[src/rtl/mod_err_demod_v2.sv]
// Square-wave modulator with windowed, averaged demodulation of the ADC stream.
// Produces a signed, offset-corrected, saturated error word per half or per period.
module mod_err_demod_v2 #(
    parameter int ADC_BIT = 14,
    parameter int OUT_W   = 32,
    parameter int CNT_W   = 32,
    parameter int AVG_MAX = 10
) (
    input  logic                      i_clk,
    input  logic                      i_rst_n,
    input  logic                      i_en,
    input  logic                      i_mode,
    input  logic [CNT_W-1:0]          i_freq_cnt,
    input  logic signed [OUT_W-1:0]   i_amp_H,
    input  logic signed [OUT_W-1:0]   i_amp_L,
    input  logic                      i_polarity,
    input  logic [CNT_W-1:0]          i_wait_cnt,
    input  logic [3:0]                i_avg_sel,
    input  logic signed [OUT_W-1:0]   i_err_offset,
    input  logic signed [ADC_BIT-1:0] i_adc_data,
    output logic signed [OUT_W-1:0]   o_mod_out,
    output logic                      o_status,
    output logic                      o_stepTrig,
    output logic signed [OUT_W-1:0]   o_err,
    output logic                      o_err_valid,
    output logic                      o_short,
    output logic                      o_sat
);
    localparam int AW = ADC_BIT + AVG_MAX + 1;
    localparam int EW = OUT_W + 1;

    localparam logic [1:0] ST_IDLE = 2'd0;
    localparam logic [1:0] ST_WAIT = 2'd1;
    localparam logic [1:0] ST_ACC  = 2'd2;
    localparam logic [1:0] ST_HOLD = 2'd3;

    localparam logic [CNT_W-1:0] CNT_ONE = CNT_W'(1);
    localparam logic [CNT_W-1:0] CNT_MIN = CNT_W'(2);
    localparam logic [3:0]       SEL_MAX = 4'(AVG_MAX);

    logic [1:0]              state_q, state_d;
    logic [CNT_W-1:0]        k_q, k_d;
    logic [CNT_W-1:0]        n_q, n_d;
    logic [CNT_W-1:0]        waitCnt_q, waitCnt_d;
    logic [CNT_W:0]          winEnd_q, winEnd_d;
    logic [3:0]              sel_q, sel_d;
    logic                    mode_q, mode_d;
    logic                    short_q, short_d;
    logic                    shortH_q, shortH_d;
    logic signed [AW-1:0]    acc_q, acc_d;
    logic signed [AW-1:0]    avgH_q, avgH_d;
    logic                    status_q, status_d;
    logic signed [OUT_W-1:0] mod_q, mod_d;
    logic                    stepTrig_q, stepTrig_d;
    logic signed [OUT_W-1:0] err_q, err_d;
    logic                    errValid_q, errValid_d;
    logic                    errShort_q, errShort_d;
    logic                    sat_q, sat_d;

    logic [CNT_W-1:0]        nNew;
    logic [3:0]              selNew;
    logic [CNT_W:0]          winEndNew;
    logic                    shortNew;
    logic signed [AW-1:0]    adcExt;
    logic signed [AW-1:0]    accNext;
    logic signed [AW-1:0]    avg;
    logic signed [EW-1:0]    avgExt;
    logic signed [EW-1:0]    avgHExt;
    logic signed [EW-1:0]    offsetExt;
    logic signed [EW-1:0]    demod;
    logic signed [EW-1:0]    errFull;
    logic                    satFlag;
    logic signed [OUT_W-1:0] errSat;
    logic                    starting;
    logic                    halfEnd;
    logic                    toggle;
    logic                    statusNew;
    logic                    emit;

    // Window phase of a given k: settle, sampling window, or idle tail of the half.
    function automatic logic [1:0] phaseOf(input logic [CNT_W-1:0] k,
                                           input logic [CNT_W-1:0] w,
                                           input logic [CNT_W:0]   we);
        if (k < w)
            return ST_WAIT;
        else if ({1'b0, k} < we)
            return ST_ACC;
        else
            return ST_HOLD;
    endfunction

    always_comb begin
        nNew      = (i_freq_cnt < CNT_MIN) ? CNT_MIN : i_freq_cnt;
        selNew    = (i_avg_sel > SEL_MAX) ? SEL_MAX : i_avg_sel;
        winEndNew = {1'b0, i_wait_cnt} + ((CNT_W+1)'(1) << selNew);
        shortNew  = winEndNew > {1'b0, nNew};

        adcExt    = {{(AW-ADC_BIT){i_adc_data[ADC_BIT-1]}}, i_adc_data};
        accNext   = acc_q + ((state_q == ST_ACC) ? adcExt : '0);
        avg       = accNext >>> sel_q;
        avgExt    = {{(EW-AW){avg[AW-1]}}, avg};
        avgHExt   = {{(EW-AW){avgH_q[AW-1]}}, avgH_q};
        offsetExt = {i_err_offset[OUT_W-1], i_err_offset};

        demod     = mode_q ? (avgHExt - avgExt) : (status_q ? avgExt : -avgExt);
        errFull   = (i_polarity ? -demod : demod) + offsetExt;
        // Two top bits disagreeing means the sum left the OUT_W signed range.
        satFlag   = errFull[EW-1] != errFull[EW-2];
        errSat    = satFlag ? (errFull[EW-1] ? {1'b1, {(OUT_W-1){1'b0}}}
                                             : {1'b0, {(OUT_W-1){1'b1}}})
                            : errFull[OUT_W-1:0];

        starting  = (state_q == ST_IDLE);
        halfEnd   = !starting && (k_q == n_q - CNT_ONE);
        toggle    = starting || halfEnd;
        statusNew = starting ? 1'b1 : ~status_q;
        emit      = !mode_q || !status_q;
    end

    always_comb begin
        state_d    = state_q;
        k_d        = k_q;
        n_d        = n_q;
        waitCnt_d  = waitCnt_q;
        winEnd_d   = winEnd_q;
        sel_d      = sel_q;
        mode_d     = mode_q;
        short_d    = short_q;
        shortH_d   = shortH_q;
        acc_d      = acc_q;
        avgH_d     = avgH_q;
        status_d   = status_q;
        mod_d      = mod_q;
        err_d      = err_q;
        stepTrig_d = 1'b0;
        errValid_d = 1'b0;
        errShort_d = 1'b0;
        sat_d      = 1'b0;

        if (!i_en) begin
            state_d  = ST_IDLE;
            k_d      = '0;
            acc_d    = '0;
            status_d = 1'b0;
            mod_d    = '0;
        end else if (toggle) begin
            // Half boundary: latch the next half's settings and close the current window.
            status_d   = statusNew;
            mod_d      = statusNew ? i_amp_H : i_amp_L;
            stepTrig_d = statusNew;
            n_d        = nNew;
            waitCnt_d  = i_wait_cnt;
            winEnd_d   = winEndNew;
            sel_d      = selNew;
            mode_d     = i_mode;
            short_d    = shortNew;
            k_d        = '0;
            acc_d      = '0;
            state_d    = phaseOf('0, i_wait_cnt, winEndNew);
            if (halfEnd) begin
                if (mode_q && status_q) begin
                    avgH_d   = avg;
                    shortH_d = short_q;
                end
                if (emit) begin
                    err_d      = errSat;
                    errValid_d = 1'b1;
                    errShort_d = short_q | (mode_q & shortH_q);
                    sat_d      = satFlag;
                end
            end
        end else begin
            k_d     = k_q + CNT_ONE;
            acc_d   = accNext;
            state_d = phaseOf(k_q + CNT_ONE, waitCnt_q, winEnd_q);
        end
    end

    always_ff @(posedge i_clk) begin
        if (!i_rst_n) begin
            state_q    <= ST_IDLE;
            k_q        <= '0;
            n_q        <= '0;
            waitCnt_q  <= '0;
            winEnd_q   <= '0;
            sel_q      <= '0;
            mode_q     <= 1'b0;
            short_q    <= 1'b0;
            shortH_q   <= 1'b0;
            acc_q      <= '0;
            avgH_q     <= '0;
            status_q   <= 1'b0;
            mod_q      <= '0;
            stepTrig_q <= 1'b0;
            err_q      <= '0;
            errValid_q <= 1'b0;
            errShort_q <= 1'b0;
            sat_q      <= 1'b0;
        end else begin
            state_q    <= state_d;
            k_q        <= k_d;
            n_q        <= n_d;
            waitCnt_q  <= waitCnt_d;
            winEnd_q   <= winEnd_d;
            sel_q      <= sel_d;
            mode_q     <= mode_d;
            short_q    <= short_d;
            shortH_q   <= shortH_d;
            acc_q      <= acc_d;
            avgH_q     <= avgH_d;
            status_q   <= status_d;
            mod_q      <= mod_d;
            stepTrig_q <= stepTrig_d;
            err_q      <= err_d;
            errValid_q <= errValid_d;
            errShort_q <= errShort_d;
            sat_q      <= sat_d;
        end
    end

    assign o_mod_out   = mod_q;
    assign o_status    = status_q;
    assign o_stepTrig  = stepTrig_q;
    assign o_err       = err_q;
    assign o_err_valid = errValid_q;
    assign o_short     = errShort_q;
    assign o_sat       = sat_q;

endmodule

[config.mk]
export PLATFORM = sky130hd
export DESIGN_NAME = mod_err_demod_v2
export DESIGN_NICKNAME = d
export VERILOG_FILES = /design/src/rtl/mod_err_demod_v2.sv
export SDC_FILE = /design/constraint.sdc
export NUM_CORES = 1
export LEC_CHECK = 0
export ABC_AREA = 1
export ABC_CLOCK_PERIOD_IN_PS = 16700
export CAP_MARGIN = 20
export CORE_MARGIN = 2
export CORE_UTILIZATION = 41
export DETAILED_ROUTE_END_ITERATION = 16
export GPL_ROUTABILITY_DRIVEN = 0
export PLACE_DENSITY = 0.73
export SYNTH_ARGS = -nofsm -noshare
export SYNTH_HDL_FRONTEND = slang
export SYNTH_SLANG_ARGS = --single-unit
[constraint.sdc]
create_clock -name i_clk -period 16.7 [get_ports i_clk]
set_clock_uncertainty 0.05 [all_clocks]
set_input_delay 2.505 -clock i_clk [delete_from_list [all_inputs] [get_ports i_clk]]
set_output_delay 2.505 -clock i_clk [all_outputs]
set_load 0.01 [all_outputs]
# After elaboration in Yosys (flattened, before gate mapping)

Cells that the tools add are included.

Output and inout bits: 69
Register bits after elaboration: 257
Input bits: 183
Word-level logic and storage cells: 75

Equality and inequality tests: 3
Magnitude comparators: 7
Bitwise gates (word level): 5
Shift-type cells: 2
Muxes and demuxes: 16
$add $sub $neg: 8
Reduce and logical (&&, ||, !) cells: 16

Operators by type and width:

| kind                    | number |
|---|---|
| $mux W32                | 4 |
| $mux W33                | 3 |
| $add A32 B33 Y33        | 1 |
| $add A33 B32 Y33        | 1 |
| $gt A33 B32 Y1          | 1 |
| $lt A1 B33 Y1 const A   | 1 |
| $lt A32 B33 Y1          | 1 |
| $neg A25 Y33            | 1 |
| $neg A33 Y33            | 1 |
| $shl A1 B4 Y33 const A  | 1 |
| $add A32 B1 Y32 const B | 1 |
| $eq A32 B32 Y1          | 1 |
| $lt A1 B32 Y1 const A   | 1 |
| $lt A32 B2 Y1 const B   | 1 |
| $lt A32 B32 Y1          | 1 |
| $sub A32 B1 Y32 const B | 1 |
| $sub A25 B25 Y26        | 1 |
| $add A25 B25 Y25        | 1 |
| $mux W25                | 1 |
| $sshr A25 B4 Y25        | 1 |
| $reduce_and A4 Y1       | 3 |
| $mux W2                 | 3 |
| $reduce_and A5 Y1       | 1 |
| $gt A4 B4 Y1 const B    | 1 |
| other kinds (14)        | 24 |

# Depth between registers and ports, before layout

Gate-level depths: netlist of the first run.

Depth after elaboration: 12
Gate-level depth with buffers: 63
Mapped depth without buffers: 62

# Worst setup path before layout of the first run

Ideal clock, no wire load.

Path kind: input to register
Start point: input port i_adc_data[0]
End point: register err_q[21], in the netlist o_err[21]
Path slack: 7,425 ps
Stages on the path: 55
Path buffers: 2
Data required time: 16,528 ps
Arrival: 9,103 ps
Library setup time: 122 ps
Cell sequence: inv_1 > nor2_1 > ha_1 > inv_1 > fa_1 > inv_1 > nand3_1 > nand3_1 > nand2_1 > nand3_1 > xor2_1 > nand2_1 > nand3_1 > nand3_1 > nand2_1 > nand2_1 > nand2_2 > inv_2 > (+19 left out) > nand3_1 > nand2_1 > xor2_1 > ha_1 > a21oi_1 > o21ai_0 > a21o_1 > a21o_1 > a21oi_1 > nand3_1 > nand2_1 > inv_1 > nand3_2 > nand2_2 > a21boi_2 > buf_6 > buf_12 > a21oi_2

Longest elaborated chain between the ends: 11
Elaborated cells between the ends (all ways): 13
Those cells by class: 5 x add/sub; 1 x eq/ne; 1 x shift; 6 x mux

RTL lines:

| element                                         | line     | RTL |
|---|---|---|
| from (decl)                                     | 20       | `input logic signed [ADC_BIT-1:0] i_adc_data,` |
| $mux W25 *                                      | 99       | `accNext = acc_q + ((state_q == ST_ACC) ? adcExt : '0);` |
| $add A25 B25 Y25 *                              | 99       |  |
| $sshr A25 B4 Y25 *                              | 100      | `avg = accNext >>> sel_q;` |
| via avg[0]                                      | 66       | `logic signed [AW-1:0] avg;` |
| $neg A25 Y33                                    | 105      | `demod = mode_q ? (avgHExt - avgExt) : (status_q ? avgExt : -avgExt);` |
| $mux W33                                        | 105      |  |
| $mux W33 *                                      | 105      |  |
| $neg A33 Y33                                    | 106      | `errFull = (i_polarity ? -demod : demod) + offsetExt;` |
| $mux W33 *                                      | 106      |  |
| $add A33 B32 Y33 *                              | 106      |  |
| $mux W32 / $ne A1 B1 Y1 (equally long branches) | 109, 108 |  |
| $mux W32 *                                      | 109      | `errSat = satFlag ? (errFull[EW-1] ? {1'b1, {(OUT_W-1){1'b0}}}` |
| to (signal assigned)                            | 214      | `err_q <= err_d;` |
| to (decl)                                       | 55       | `logic signed [OUT_W-1:0] err_q, err_d;` |

The timed path passes the listed nets; every way through them passes the cells marked *.
A chain may end at the register's enable or synchronous reset.

# Worst setup path in the final report of the first run

Start point: input port i_adc_data[0]
End point: register err_q[1], in the netlist o_err[1]

The elaborated chain is that of the path after synthesis.

==> impl_metrics.ini, run 1 <==
[status]
status = completed

[timing]
finalSetupTns_ns = 0
hold_violations = 0
min_period_over_period_pct = 63.49
setup_viol = 0
period_minus_slack_ns = 10.60
grt_setup_unrepaired = false
tightest_slew_ns = 1.022
maxClockFrequency_mhz = 94.31
drv_slew = 0
fin_ws_ns = 6.097
slew_headroom_pct = 31.79

[synth]
yosysWarnings = 0
synth_seq_cells = 257
synthesis.instances = 3298
synthArstFlopShare_pct = 0
yosys_most_used_dff = dfxtp_1
synth_cell_type_count = 64
syn_avg_cell_area_um2 = 6.534
seq_area_frac_synth_pct = 23.87
syn_area_um2 = 21550
synth_edf_count = 0

[layout]
final_cells = 4201
seqCellArea_um2 = 5145
fillers = 5351
multi_input_area_um2 = 14170
drive_above_1_share_pct = 5.666
layout_common_cells = nand2_1 (631), inv_1 (435), nand3_1 (316)
mostFrequentLayoutCell = nand2_1
area_growth_syn_to_layout_pct = 18.83
fin_nets = 3861

[power]
powerDensity_nw_per_um2 = 76.62
p_leak_uw = 0.01212
p_comb_share_pct = 31.9
p_sw_uw = 677.1
power_frac_seq_pct = 33.3
internal_power_uw = 1285
total_power_uw = 1962
ir_worst_vdd_mv = 0.08590
p_clk_share_pct = 34.8
p_sw_share_pct = 34.51

[placement]
hpwlAfterDp_um = 47520
io_buffers = 251
dp.cells = 4143
post-place-ws_ns = 5.553

[cts]
cts_buffers = 30
clock-sinks = 257
cts_tree = built
ctsResizeCount = 0
cts_root_buf = clkbuf_16
clkLatencyLatePin_ns = 0.57
cts.reportedPaths.clkPinSlew_ns = 0.06
clock_path_buffers = 3
ctsHoldBuffers = 0
htree_levels = 1
cts_setup_buffers = 0

[grt]
grt_pass1_wl_um = 99070
antenna_found_initial = 0
grt_max_degree = 103
globalRouteTotalUtil_pct = 22.00
grt_overflow = 0
grt_pass1_vias = 20280

[detailed_routing]
detail_route.iter0.violations = 1512
wl_met3_um = 2905
antenna_left = 0
viasPerCell = 5.168
drt_pre_antenna_iters = 6
top_layer_used = met4
wl_met2_um = 28570
wl_met1_um = 27620
avgRoutedWirePerCell_um = 14.45
drc = 0
vias = 21710
routed_wl_um = 60710

[min_path]
holdCritStartpoint = winEnd_q[18]
hold_path.class = register to register

[critical_path]
reg2reg_from = state_q[1]
critPathSlowestCell = nand3_2
critPathLaunchType = primary input
cpMostUsedCell = nand2_1
critPathKind = primary input to register
r2r_slack_ns = 7.48
cp-end-kind = register
critPathMaxFanout = 32
arrival_ns = 10.96
cp.required_ns = 17.06
max_stage_delay_ns = 0.55
setup.worst_path.start = i_adc_data[0]

[die]
rows = 84
coreArea_um2 = 52240
dieHeight_um = 233.3
start_util_pct = 41.26
ios = 252
fp.dieW_um = 233.3
dieArea_um2 = 54410

[run]
max_cap_violations = 0
## through the flow
step	utilization [%]	cell area, µm²	hold slack (ns)
global placement	47.01	24550	0.3990
global route	49.02	25610	0.4274
finish	49.03	25610	0.4112
CTS	48.97	25580	0.4143
detailed placement	47.01	24550	0.4047
floorplan	-	21570	0.3853
## cell usage after synthesis, types with 7 or more instances
cell | count | area share [%]
a41oi_1 | 9 | 0.37
nand2_1 | 632 | 11
o21ai_0 | 249 | 5.8
buf_2 | 36 | 0.84
nand3_1 | 316 | 7.3
xnor2_1 | 46 | 1.9
a21o_1 | 8 | 0.28
ha_1 | 186 | 11
nand3b_1 | 9 | 0.31
buf_1 | 9 | 0.16
nand2_2 | 36 | 1.0
nor2_1 | 260 | 4.5
o211ai_1 | 20 | 0.70
inv_1 | 436 | 7.6
clkbuf_1 | 60 | 1.0
nor3_1 | 40 | 0.93
o21ai_1 | 12 | 0.28
inv_2 | 27 | 0.47
nand4_1 | 36 | 1.0
o21bai_1 | 7 | 0.24
dfxtp_1 | 257 | 24
or2_2 | 10 | 0.29
xor2_1 | 121 | 4.9
nor4_1 | 29 | 0.84
a211oi_1 | 18 | 0.63
a21oi_1 | 280 | 6.5
a21oi_2 | 12 | 0.49
nand3_2 | 9 | 0.42
mux2i_1 | 35 | 1.6
nor2_2 | 16 | 0.46
## sequential cells by signal, indices dropped and copies added, names as in the netlist
name         count
k_q             32
o_status         1
sel_q            4
o_stepTrig       1
acc_q           25
o_short          1
state_q          2
avgH_q          25
waitCnt_q       32
short_q          1
o_sat            1
o_err           32
o_err_valid      1
winEnd_q        33
n_q             32
o_mod_out       32
shortH_q         1
mode_q           1
## routing by layer
layer | track usage [%] | vias up
met4 | 6.588 | 0
met5 | 0 | -
met1 | 29.29 | 9810
li1 | - | 11310
met2 | 37.47 | 499
met3 | 2.136 | 94
## power by group through the flow
stage | sequential [µW] | combinational (µW) | clock (µW)
after floorplan | 664 | 454 | 0
after global placement | 666 | 613 | 0
after detailed placement | 666 | 619 | 0
after CTS | 653 | 623 | 699
after global routing | 656 | 710 | 725
final | 653 | 625 | 684
## worst paths after layout
kind / cells after the start / to
worst min-delay path: 2 / winEnd_q[18]
worst max register to register: 55 / o_err[1]
worst max-delay path: 56 / o_err[1]
worst min register to register: 2 / winEnd_q[18]
## cell type report
type,count,area share [%]
clock inverter,15,0.6645
multi-input combinational,2464,55.32
timing repair buffer,268,10.38
sequential,257,20.09
inverter,467,6.845
clock buffer,41,3.332
tap,688,3.362
antenna,1,0.009772
## critical path: cells and delay by family
| kind | cells | cell delay (ns) |
|---|---|---|
| AO/OA/AOI/OAI | 13 | 2.20 |
| XOR/XNOR | 2 | 0.41 |
| adder cells (fa/ha/maj) | 5 | 1.49 |
| buffers and inverters | 9 | 0.95 |
| AND/OR/NAND/NOR | 27 | 3.37 |
## kinds of logic (layout without fill, tap and decap cells)
family	count (synthesis)	in the layout	synth area share, %
buffers and inverters	581	791	10.58
AO/OA/AOI/OAI	647	647	16.45
adder cells (fa/ha/maj)	190	190	11.17
XOR/XNOR	168	168	6.863
other	1	6	0.01740
flip-flops	257	257	23.87
AND/OR/NAND/NOR	1419	1419	29.42
multiplexers	35	35	1.626
Power figures use the tool's default switching activity.
==> run 2: changes to the inputs <==
--- a/config.mk
+++ b/config.mk
@@ -6,7 +6,7 @@
 export NUM_CORES = 1
 export LEC_CHECK = 0
 export ABC_AREA = 1
-export ABC_CLOCK_PERIOD_IN_PS = 16700
+export ABC_CLOCK_PERIOD_IN_PS = 10250
 export CAP_MARGIN = 20
 export CORE_MARGIN = 2
 export CORE_UTILIZATION = 41
==> constraint.sdc (replaced) <==
create_clock -name i_clk -period 10.25 [get_ports i_clk]
set_clock_uncertainty 0.05 [all_clocks]
set_input_delay 1.5375 -clock i_clk [delete_from_list [all_inputs] [get_ports i_clk]]
set_output_delay 1.5375 -clock i_clk [all_outputs]
set_load 0.01 [all_outputs]
==> run 2 against run 1 <==
  * Combinational power increased by 63%
  * Final cell count increased by 0.12%
  * Sequential cell count unchanged
  * Critical path depth decreased by 5
  * Sequential share of layout area decreased by 0.074 points
  * Die area unchanged
  * Hold slack about the same
  * Global-route usage decreased by 0.087 points
  * Critical endpoint is now o_err[3]
==> impl_metrics.ini, run 2 (synthesized netlist as in run 1, its figures left out) <==
[detailed_routing]
routed_wl_um = 60930
detail_route.iter0.violations = 1531
drc = 0
vias = 21690
avgRoutedWirePerCell_um = 14.49
antenna_left = 0
viasPerCell = 5.156
drt_pre_antenna_iters = 5

[layout]
final_core_util_pct = 49.21
multi_input_area_um2 = 14170
final_area_um2 = 25700
layout_common_cells = nand2_1 (631), inv_1 (435), nand3_1 (316)
mostFrequentLayoutCell = nand2_1
fin_nets = 3867
seqCellArea_um2 = 5145
largest_reg_flops = 33
diodes = 0
largest_register = winEnd_q
fillers = 5249
area_growth_syn_to_layout_pct = 19.27
drive_above_1_share_pct = 5.941

[cts]
cts_tree = built
ctsHoldBuffers = 0
cts_buffers = 31
htree_levels = 1
clock_path_buffers = 3
clkLatencyLatePin_ns = 0.61
clock-sinks = 257
cts_root_buf = clkbuf_16
cts.reportedPaths.clkPinSlew_ns = 0.06
cts_setup_buffers = 0

[grt]
grt_pass1_wl_um = 98580
antenna_found_initial = 0
grt_overflow = 0
grt_max_degree = 104
globalRouteTotalUtil_pct = 21.91
grt_pass1_vias = 20290

[die]
fp.dieW_um = 233.3
dieHeight_um = 233.3
coreArea_um2 = 52240
start_util_pct = 41.26
dieArea_um2 = 54410
ios = 252
rows = 84

[placement]
post_dp_cell_area_um2 = 24600
post-place-ws_ns = 0.3824
io_buffers = 251
hpwlAfterDp_um = 47530

[critical_path]
cp-end-kind = register
cpMostUsedCell = nand2_1
critPathLaunchType = primary input
cp.required_ns = 10.67
critPathSlowestCell = clkdlybuf4s50_1
critPathMaxFanout = 29
arrival_ns = 9.64
max_stage_delay_ns = 0.45
critPathKind = primary input to register

[power]
p_leak_uw = 0.01217
powerDensity_nw_per_um2 = 126.0
ir_worst_vdd_mv = 0.1500
total_power_uw = 3240

[timing]
min_period_over_period_pct = 89.96
hold_violations = 0
finalSetupTns_ns = 0
fin_ws_ns = 1.029
maxClockFrequency_mhz = 108.4
period_minus_slack_ns = 9.221
setup_viol = 0
tightest_slew_ns = 1.005
drv_slew = 0
grt_setup_unrepaired = false
slew_headroom_pct = 32.85

[run]
max_cap_violations = 0

[min_path]
hold_path.class = register to register

[status]
status = completed
-- run 2: cell count changes in the layout (fill, tap and decap cells not counted), moves of 2 or more --
cell	change
clkbuf_8	+5
clkbuf_1	-3
buf_4	+2
buf_6	+2
-- run 2: area by class of cell --
cell class	instances	area share, %
clock buffers	43	3.544
well taps	688	3.349
flip-flops and latches	257	20.02
multi-input cells	2464	55.13
repair buffers	273	10.54
inverters	467	6.820
clock inverters	14	0.5987
-- run 2: through the flow --
| stage | hold slack [ns] | cells |
|---|---|---|
| finish | 0.4110 | 4206 |
| global route | 0.4365 | 4206 |
| CTS | 0.4143 | 4205 |
| detailed placement | 0.4042 | 4148 |
| global placement | 0.3992 | 4147 |
| floorplan | 0.3853 | 3302 |
-- run 2: power breakdown --
part           internal (µW)  leakage, µW  switching, µW  total [µW]
registers               1040      0.00210           26.3        1060
clock network            672     0.000521            480        1150
logic                    399      0.00955            624        1020
-- run 2: layer usage --
layer / track usage (%) / wire [µm] / vias to the layer above
li1: - / - / 11310
met1: 28.68 / 27830 / 9801
met2: 38.53 / 28920 / 492
met3: 2.173 / 2690 / 85
met4: 5.195 / 1493 / 0
met5: 0 / 0 / -
-- run 2: repair_timing --
item	CTS	global route
endpoints found under the hold margin	0	0
setup endpoints to repair	0	31
resized for setup	0	3
-- run 2: final timing paths --
path	end	slack [ns]	depth (start not counted)	from
worst max-delay path	o_err[3]	1.03	51	i_adc_data[0]
worst min-delay path	o_err[1]	0.41	2	o_err[1]
worst max register to register	o_err[3]	1.57	51	state_q[0]
worst min register to register	o_err[1]	0.41	2	o_err[1]
-- run 2: worst max-delay path: cells and delay by family --
| family | cells | cell delay [ns] |
|---|---|---|
| xor gates and xnor gates | 3 | 0.65 |
| buffers and inverters | 8 | 1.15 |
| AOI/OAI and AO/OA | 15 | 2.77 |
| adders and majority gates | 5 | 1.49 |
| and+or+nand+nor | 20 | 1.99 |
==> run 3: changes to the inputs <==
--- a/config.mk
+++ b/config.mk
@@ -9,10 +9,10 @@
 export ABC_CLOCK_PERIOD_IN_PS = 10250
 export CAP_MARGIN = 20
 export CORE_MARGIN = 2
-export CORE_UTILIZATION = 41
+export CORE_UTILIZATION = 49
 export DETAILED_ROUTE_END_ITERATION = 16
 export GPL_ROUTABILITY_DRIVEN = 0
-export PLACE_DENSITY = 0.73
+export PLACE_DENSITY = 0.82
 export SYNTH_ARGS = -nofsm -noshare
 export SYNTH_HDL_FRONTEND = slang
 export SYNTH_SLANG_ARGS = --single-unit
==> run 3 against run 2 <==
  * Clock power increased by 4%
  * Via count increased by 1.6%
  * Non-clock buffer count unchanged
  * Register-to-register slack got worse by 0.12 ns
  * Critical endpoint is now o_err[6]
  * Total power increased by 1.5%
  * Hold slack got worse by 0.0011 ns
  * Critical path type unchanged
  * Sequential power about the same
==> impl_metrics.ini, run 3 (synthesized netlist as in run 1, its figures left out) <==
[cts]
cts_tree = built
clock-sinks = 257
cts_root_buf = clkbuf_16
cts.reportedPaths.clkPinSlew_ns = 0.06
ctsResizeCount = 0
cts_setup_buffers = 0
clock_path_buffers = 3
ctsHoldBuffers = 0
htree_levels = 1
clkLatencyLatePin_ns = 0.59
cts_buffers = 31

[detailed_routing]
avgRoutedWirePerCell_um = 14.60
detail_route.iter0.violations = 1639
drc = 0
vias = 22040
drt_pre_antenna_iters = 5
viasPerCell = 5.373
routed_wl_um = 59890
antenna_left = 0

[critical_path]
r2r_cells = 56
crit_buf_inv = 10
path_depth = 56
cpMostUsedCell = nand2_1
reg2reg_from = state_q[0]
critPathSlowestCell = clkdlybuf4s50_1
critPathLaunchType = primary input
cp.required_ns = 10.72
setup.worst_path.start = i_adc_data[0]
critPathKind = primary input to register
path_delay_family = simple AND/OR/NAND/NOR gates
cp-end-kind = register
arrival_ns = 9.80
max_stage_delay_ns = 0.45
critPathMaxFanout = 29

[die]
start_util_pct = 49.81
fp.dieW_um = 213.7
ios = 252
rows = 76
dieArea_um2 = 45670
dieHeight_um = 213.7
coreArea_um2 = 43270

[timing]
period_minus_slack_ns = 9.323
drv_slew = 0
hold_violations = 0
hold_ws_ns = 0.4099
maxClockFrequency_mhz = 107.3
tightest_slew_ns = 1.032
setup_viol = 0
slew_headroom_pct = 31.15
min_period_over_period_pct = 90.96

[grt]
grt_pass1_wl_um = 96480
grt_pass1_vias = 20520
antenna_found_initial = 1
grt_max_degree = 104
grt_overflow = 0
globalRouteTotalUtil_pct = 25.59

[layout]
fillers = 4114
final_cells = 4102
final_area_um2 = 25620
largest_reg_flops = 33
diodes = 0
largest_register = winEnd_q
area_growth_syn_to_layout_pct = 18.90
mostFrequentLayoutCell = nand2_1
layout_common_cells = nand2_1 (631), inv_1 (436), nand3_1 (316)
drive_above_1_share_pct = 5.914
fin_nets = 3867

[status]
status = completed

[placement]
dp.cells = 4043
post_dp_cell_area_um2 = 24440
io_buffers = 251
hpwlAfterDp_um = 46090

[min_path]
hold_path.class = register to register
holdCritStartpoint = winEnd_q[1]
hold_depth = 2

[power]
internal_power_uw = 2168
p_clk_share_pct = 36.5
powerDensity_nw_per_um2 = 128.3
p_sw_share_pct = 34.03
ir_worst_vdd_mv = 0.1368
power_frac_seq_pct = 32.4
p_sw_uw = 1119
p_comb_share_pct = 31.1
p_leak_uw = 0.01220
total_power_uw = 3287

[run]
max_cap_violations = 0
[run 3: cell count changes in the layout (fill, tap and decap cells not counted), sizes merged]
| cell | before | now |
|---|---|---|
| clkbuf | 43 | 37 |
| clkinv | 11 | 10 |
| bufinv | 2 | 6 |
| inv | 465 | 467 |
[run 3: area by class of cell]
class                      instances  area, µm²  share of cell area (%)
inverter                         467       1753                   6.841
tap                              585      732.0                   2.856
timing repair buffer             273       2719                   10.61
clock inverter                    19      282.8                   1.104
sequential                       257       5145                   20.08
clock buffer                      37      828.3                   3.232
multi-input combinational       2464      14160                   55.28
[run 3: power groups by stage]
stage                     Sequential [µW]  Combinational, µW  Clock, µW
after global placement               1080                987          0
final                                1060               1020       1200
after global routing                 1070               1160       1260
after floorplan                      1080                740          0
after CTS                            1060               1010       1220
after detailed placement             1090               1000          0
[run 3: tightest hold or removal path, delay by kind of cell (launching register included)]
kind	cells	cell delay (ns)
buf+inv	1	0.06
flops	1	0.30
compound gates	1	0.05
[run 3: path summary, 6_finish.rpt]
check | endpoint | slack, ns
setup / recovery | o_err[6] | 0.93
hold / removal | winEnd_q[1] | 0.41
setup reg to reg | o_err[6] | 1.45
hold reg to reg | winEnd_q[1] | 0.41
[run 3: per-layer routing]
metal	global-route usage, %	routed length, µm	vias up
met4	8.549	1901	2
met2	44.51	28150	617
met1	32.84	26400	9992
met3	3.017	3434	115
met5	0	8	-
li1	-	-	11310
[run 3: metrics by stage]
step	setup slack [ns]	utilization (%)	TNS, ns
6_report	0.9270	59.23	0
5_1_grt	-0.05020	59.23	-0.1810
4_1_cts	0.9232	59.06	0
3_5_place_dp	0.3098	56.50	0
3_3_place_gp	0.5732	56.50	0
2_1_floorplan	1.943	-	0
